[config.mk]
export PLATFORM = sky130hd
export DESIGN_NAME = fl_rr_arbiter
export DESIGN_NICKNAME = d
export VERILOG_FILES = /design/src/rtl/fl_rr_arbiter.sv
export SDC_FILE = /design/constraint.sdc
export NUM_CORES = 1
export LEC_CHECK = 0
export ABC_AREA = 1
export ABC_CLOCK_PERIOD_IN_PS = 3450
export CORE_AREA = 2 2 144 146
export CTS_BUF_LIST = sky130_fd_sc_hd__clkbuf_4 sky130_fd_sc_hd__clkbuf_8
export DETAILED_ROUTE_END_ITERATION = 16
export DIE_AREA = 0 0 146 148
export PLACE_DENSITY = 0.54
export SETUP_SLACK_MARGIN = 0.4
export SYNTH_ARGS = -nofsm -noshare
export SYNTH_HDL_FRONTEND = slang
export SYNTH_SLANG_ARGS = --single-unit
export TNS_END_PERCENT = 50
[constraint.sdc]
create_clock -name CLK -period 3.45 [get_ports CLK]
set_input_delay 0.69 -clock CLK [delete_from_list [all_inputs] [get_ports CLK]]
set_output_delay 0.69 -clock CLK [all_outputs]
set_load 0.01 [all_outputs]
[src/rtl/fl_rr_arbiter.sv]
// Frame-atomic round-robin FrameLink arbiter: one source owns the output from SOF to EOF,
// with a single arbitration cycle in IDLE between frames.
module fl_rr_arbiter #(
    parameter int DATA_WIDTH  = 64,
    parameter int INPUTS      = 4,
    parameter int DREM_WIDTH  = (DATA_WIDTH > 8) ? $clog2(DATA_WIDTH / 8) : 1,
    parameter int GRANT_WIDTH = (INPUTS > 1) ? $clog2(INPUTS) : 1
) (
    input  logic                             CLK,
    input  logic                             RESET,
    input  logic [INPUTS*DATA_WIDTH-1:0]     RX_DATA,
    input  logic [INPUTS*DREM_WIDTH-1:0]     RX_DREM,
    input  logic [INPUTS-1:0]                RX_SOF_N,
    input  logic [INPUTS-1:0]                RX_EOF_N,
    input  logic [INPUTS-1:0]                RX_SOP_N,
    input  logic [INPUTS-1:0]                RX_EOP_N,
    input  logic [INPUTS-1:0]                RX_SRC_RDY_N,
    output logic [INPUTS-1:0]                RX_DST_RDY_N,
    output logic [DATA_WIDTH-1:0]            TX_DATA,
    output logic [DREM_WIDTH-1:0]            TX_DREM,
    output logic                             TX_SOF_N,
    output logic                             TX_EOF_N,
    output logic                             TX_SOP_N,
    output logic                             TX_EOP_N,
    output logic                             TX_SRC_RDY_N,
    input  logic                             TX_DST_RDY_N,
    output logic [GRANT_WIDTH-1:0]           GRANT,
    output logic                             BUSY
);

    typedef enum logic {ST_IDLE, ST_LOCKED} state_t;

    localparam logic [GRANT_WIDTH:0]   INPUTS_EXT = (GRANT_WIDTH + 1)'(INPUTS);
    localparam logic [GRANT_WIDTH-1:0] LAST_IDX   = GRANT_WIDTH'(INPUTS - 1);

    state_t                 state_q, state_d;
    logic [GRANT_WIDTH-1:0] grant_q, grant_d;
    logic [GRANT_WIDTH-1:0] ptr_q, ptr_d;

    logic [INPUTS-1:0]      req;
    logic [INPUTS-1:0]      req_rot;
    logic                   found;
    logic [GRANT_WIDTH-1:0] sel_off;
    logic [GRANT_WIDTH:0]   sel_sum;
    logic [GRANT_WIDTH-1:0] sel_idx;

    logic [DATA_WIDTH-1:0]  g_data;
    logic [DREM_WIDTH-1:0]  g_drem;
    logic                   g_sof_n, g_eof_n, g_sop_n, g_eop_n, g_src_rdy_n;

    assign req   = ~RX_SRC_RDY_N & ~RX_SOF_N;
    assign GRANT = grant_q;

    // Rotate requests so bit 0 is the pointer position, take the lowest set bit, rotate back.
    always_comb begin
        req_rot = '0;
        for (int j = 0; j < INPUTS; j++) begin
            if (ptr_q == GRANT_WIDTH'(j)) begin
                for (int k = 0; k < INPUTS; k++) begin
                    req_rot[k] = req[(j + k) % INPUTS];
                end
            end
        end
        found   = |req_rot;
        sel_off = '0;
        for (int k = INPUTS - 1; k >= 0; k--) begin
            if (req_rot[k]) sel_off = GRANT_WIDTH'(k);
        end
        sel_sum = {1'b0, ptr_q} + {1'b0, sel_off};
        if (sel_sum >= INPUTS_EXT) sel_sum = sel_sum - INPUTS_EXT;
        sel_idx = sel_sum[GRANT_WIDTH-1:0];
    end

    always_comb begin
        g_data      = '0;
        g_drem      = '0;
        g_sof_n     = 1'b1;
        g_eof_n     = 1'b1;
        g_sop_n     = 1'b1;
        g_eop_n     = 1'b1;
        g_src_rdy_n = 1'b1;
        for (int i = 0; i < INPUTS; i++) begin
            if (grant_q == GRANT_WIDTH'(i)) begin
                g_data      = RX_DATA[i*DATA_WIDTH +: DATA_WIDTH];
                g_drem      = RX_DREM[i*DREM_WIDTH +: DREM_WIDTH];
                g_sof_n     = RX_SOF_N[i];
                g_eof_n     = RX_EOF_N[i];
                g_sop_n     = RX_SOP_N[i];
                g_eop_n     = RX_EOP_N[i];
                g_src_rdy_n = RX_SRC_RDY_N[i];
            end
        end
    end

    always_comb begin
        state_d      = state_q;
        grant_d      = grant_q;
        ptr_d        = ptr_q;
        TX_DATA      = '0;
        TX_DREM      = '0;
        TX_SOF_N     = 1'b1;
        TX_EOF_N     = 1'b1;
        TX_SOP_N     = 1'b1;
        TX_EOP_N     = 1'b1;
        TX_SRC_RDY_N = 1'b1;
        RX_DST_RDY_N = '1;
        BUSY         = 1'b0;
        case (state_q)
            ST_IDLE: begin
                if (found) begin
                    state_d = ST_LOCKED;
                    grant_d = sel_idx;
                end
            end
            ST_LOCKED: begin
                TX_DATA      = g_data;
                TX_DREM      = g_drem;
                TX_SOF_N     = g_sof_n;
                TX_EOF_N     = g_eof_n;
                TX_SOP_N     = g_sop_n;
                TX_EOP_N     = g_eop_n;
                TX_SRC_RDY_N = g_src_rdy_n;
                BUSY         = 1'b1;
                for (int i = 0; i < INPUTS; i++) begin
                    if (grant_q == GRANT_WIDTH'(i)) RX_DST_RDY_N[i] = TX_DST_RDY_N;
                end
                // Release only on an accepted EOF word; the owner after us gets top priority.
                if (!g_src_rdy_n && !TX_DST_RDY_N && !g_eof_n) begin
                    state_d = ST_IDLE;
                    ptr_d   = (grant_q == LAST_IDX) ? '0 : grant_q + GRANT_WIDTH'(1);
                end
            end
            default: state_d = ST_IDLE;
        endcase
    end

    always_ff @(posedge CLK) begin
        if (RESET) begin
            state_q <= ST_IDLE;
            grant_q <= '0;
            ptr_q   <= '0;
        end else begin
            state_q <= state_d;
            grant_q <= grant_d;
            ptr_q   <= ptr_d;
        end
    end

endmodule

==> key figures <==
Setup path
  • Buffer and inverter count on the worst path: 6
  • CP Max Fanout: 17
  • Critical Path Start Type: flop
  • Crit path largest cell delay: 0.56 ns
  • Cell type group with the largest total delay on the critical path: buffers and inverters
  • Cell Chain, Critical Path: inv_2 > ha_1 > inv_2 > nor2_4 > buf_4 > clkbuf_16 > inv_2 > nor2_1 > nor2_1 > a21oi_1 > o21ai_0 > clkdlybuf4s50_1
  • Arrival @ worst endpoint: 2.44 ns
  • CP required: ~2.8 ns
  • Critical path start-end classification: flop to output port
  • Most frequent cell on the critical path: sky130_fd_sc_hd__inv_2
  • Worst Setup End Kind: output port
  • Max stage delay cell, worst path: sky130_fd_sc_hd__clkdlybuf4s50_1

Detailed routing
  • Via total after detailed routing: roughly 5000
  • Total DRC errors in the routed layout: 0
  • Via density: approximately 4.5
  • Total length of routed wires: 18700 µm
  • Detail-routed net length per standard cell: approximately 17 µm
  • Residual antenna-violating net count after detailed routing: 0
  • Drt first-iter violations: 210
  • Count of TritonRoute iterations in the first routing pass: 7

Clock tree
  • H-tree depth: 1
  • Number of buffers added by the clock tree synthesis step: 3
  • Sink count of the clock tree: 5
  • Longest Clk Path Bufs: 2
  • Cell at the root of the clock tree: sky130_fd_sc_hd__clkbuf_8
  • Worst-Skew Late Latency: roughly 0.23 ns
  • Clk slew on worst S/H paths: roughly 0.040 ns
  • TritonCTS clock tree: done
  • Number of buffers inserted for hold repair after clock tree synthesis: 0

Power and ir drop
  • Internal: around 1300 µW
  • Flop pwr share: under 10%
  • Net switching power: approximately 1100 µW
  • Combinational Power Share: around 90%
  • Final Total Pwr: about 2400 µW
  • Switching power share of the total: a little under half
  • Clock network power share: 4.7%
  • VDD IR max: between 0.15 and 0.2 mV
  • Power density over cell area: ~340 nW/µm²
  • Leakage power total: slightly below 0.003 µW

Cells and area
  • Final Util: between 30% and 40%
  • Count of antenna diodes in the layout: 0
  • Final net count: 1147
  • Layout overhead on the synthesized area: 157%
  • Layout cell share with drive strength beyond 1: slightly above 5%
  • Count of non-filler cells in the finished layout: 1120

Synthesis
  • EDFF count, synth: 0
  • Net count after synthesis: 806
  • Area of the mapped netlist: ~2700 µm²
  • Number of cells produced by synthesis: 510
  • Main flop type after synthesis: sky130_fd_sc_hd__dfxtp_1
  • Seq cells post-synth: 5
  • Proportion of netlist area held by the largest area contributor: around a fifth
  • Average instance area after synthesis: 5.26 µm²
  • Cells taking the most area after synthesis: sky130_fd_sc_hd__o21ai_0 (20%), sky130_fd_sc_hd__a22oi_1 (19%), sky130_fd_sc_hd__a21oi_1 (14%)
  • Post-synth top cells: sky130_fd_sc_hd__o21ai_0 (109), sky130_fd_sc_hd__nand2_1 (101), sky130_fd_sc_hd__a21oi_1 (76)
  • Fraction of synthesis flops using an asynchronous set or reset pin: 0%
  • Unique cell type count in the Yosys netlist: 25
  • Yosys warning count: 0
  • Fraction of the yosys area taken by sequential cells: about 3.7%
  • Library cell with the largest summed area after synthesis: sky130_fd_sc_hd__o21ai_0
  • Most repeated cell in the gate-level netlist after synthesis: sky130_fd_sc_hd__o21ai_0

Global routing
  • Met2 Track Usage GR: between 20% and 30%
  • Number of global-route vias before repair: slightly above 5000
  • M1 GR Usage: between 10% and 20%
  • Most utilized layer in the global route result: met2
  • Maximum number of pins on one net before global-route repair: just under 80
  • Met3 demand-to-capacity share in global routing: under 10%
  • Total congestion overflow after global routing: 0
  • Antenna violations before repair: 0
  • Wire length of the first global-routing pass: 27900 µm
  • Global Route Usage Sum: between 10% and 20%

Place
  • Detailed placer's ending HPWL: ~14000 µm
  • Number of buffers inserted by port buffering: between 300 and 400
  • Final Wtd Congestion: roughly 0.74
  • Inst Count DP: ~1100

Hold path
  • Class of the tightest hold or removal check: flop to flop

Floorplanning
  • Placement Rows: 52
  • Initial standard-cell utilization of the core: 13.4%
  • Total I/O pin count: 370
  • Core Region: 20000 µm²
  • Y dimension of the die: roughly 150 µm
  • Area of the die: 21600 µm²
  • Die extent in x: between 100 and 150 µm

Timing
  • Final setup violation count: 0
  • Worst-case clock skew: around 0.0012 ns
  • Max_slew headroom: 66.7%
  • Unrepaired setup endpoints after global routing: true
  • Portion of the clock cycle consumed by the worst path in the final layout: around 90%
  • Final Hold Fails: 0
  • F_max: between 300 and 400 MHz
  • Clock period minus final worst setup slack: 3.13 ns
  • Total Neg Setup Slack: 0 ns
  • Tightest Pin Transition: between 0.4 and 0.5 ns
  • Number of pins with negative max-slew slack in the final report: 0

Run
  • Number of max-cap violations: 0

Status
  • Result of the run: finished clean
-- metal layers --
metal  part of all wire, %  vias to the layer above  routed length [µm]
met5                     0                        -                   0
met4                   2.2                        0                 403
met3                   7.6                       30                1430
met2                    49                      241                9240
met1                    41                     2203                7640
li1                      -                     2523                   -
-- timing repair --
action	CTS	global route
buffers inserted	3	1
cloned	3	1
gates resized for setup	39	14
setup endpoints to repair	65	45
pin swaps	1	2
-- power groups by stage --
stage / registers (µW) / clock network [µW] / logic, µW
floorplan: 79.3 / 0 / 1030
global placement: 91.4 / 0 / 2040
detailed placement: 91.4 / 0 / 2030
CTS: 91.9 / 114 / 2150
global route: 95.0 / 123 / 2380
finish: 91.8 / 112 / 2160
-- worst min-delay path: stages, from the launching register on --
cell and delay (ns):
sky130_fd_sc_hd__dfxtp_1 0.34, sky130_fd_sc_hd__inv_2 0.07, sky130_fd_sc_hd__nand2_1 0.05, sky130_fd_sc_hd__nand2_1 0.05, sky130_fd_sc_hd__nor2_1 0.03
-- stage by stage --
stage | worst slack [ns] | hold slack (ns) | cell area (µm²)
after floorplan | 1.10 | 0.549 | 2690
after detailed placement | 0.333 | 0.580 | 6650
after global routing | 0.191 | 0.665 | 6910
after global placement | 0.333 | 0.578 | 6650
final | 0.316 | 0.584 | 6910
after CTS | 0.262 | 0.587 | 6830
-- layout make-up --
type                    count  area, µm²
clock buffers               3       41.3
clock inverters             1       5.00
fillers                  2185      13100
inverters                  16       87.6
multi-input cells         436       2290
flip-flops and latches      5        103
well taps                 270        338
repair buffers            388       4030
repair inverters            1       8.76
-- placed cells by master, fill, tap and decap left out, types with 6 or more instances in the layout --
cell type	count
sky130_fd_sc_hd__clkdlybuf4s50_1	329
sky130_fd_sc_hd__o21ai_0	109
sky130_fd_sc_hd__nand2_1	101
sky130_fd_sc_hd__a21oi_1	76
sky130_fd_sc_hd__a22oi_1	67
sky130_fd_sc_hd__o21ai_1	35
sky130_fd_sc_hd__dlygate4sd2_1	28
sky130_fd_sc_hd__nor2_1	26
sky130_fd_sc_hd__dlymetal6s2s_1	12
sky130_fd_sc_hd__inv_1	8
sky130_fd_sc_hd__buf_12	7
sky130_fd_sc_hd__inv_2	6
sky130_fd_sc_hd__buf_4	6
-- kinds of logic (layout without fill, tap and decap cells) --
logic type               after synthesis  after routing  share of synthesized area, %
XOR/XNOR                               1              1                         0.326
AND/OR/NAND/NOR                      142            142                          21.8
buffers and inverters                 69            409                          11.5
AO/OA/AOI/OAI                        288            288                          60.3
adder cells (fa/ha/maj)                5              5                          2.33
flip-flops                             5              5                          3.73
-- registers in the layout, indices dropped and copies added (netlist names) --
register / cells
GRANT: 2
ptr_q: 2
state_q: 1
-- final timing paths --
| check | start | endpoint | slack, ns | depth (start not counted) |
|---|---|---|---|---|
| worst max-delay path | GRANT[0]$_SDFFE_PP0P_ | TX_SOF_N | 0.32 | 12 |
| worst min register to register | ptr_q[1]$_SDFFE_PP0P_ | ptr_q[1]$_SDFFE_PP0P_ | 0.58 | 4 |
| worst max register to register | GRANT[0]$_SDFFE_PP0P_ | ptr_q[0]$_SDFFE_PP0P_ | 1.48 | 13 |
| worst min-delay path | ptr_q[1]$_SDFFE_PP0P_ | ptr_q[1]$_SDFFE_PP0P_ | 0.58 | 4 |
Power figures use the tool's default switching activity.
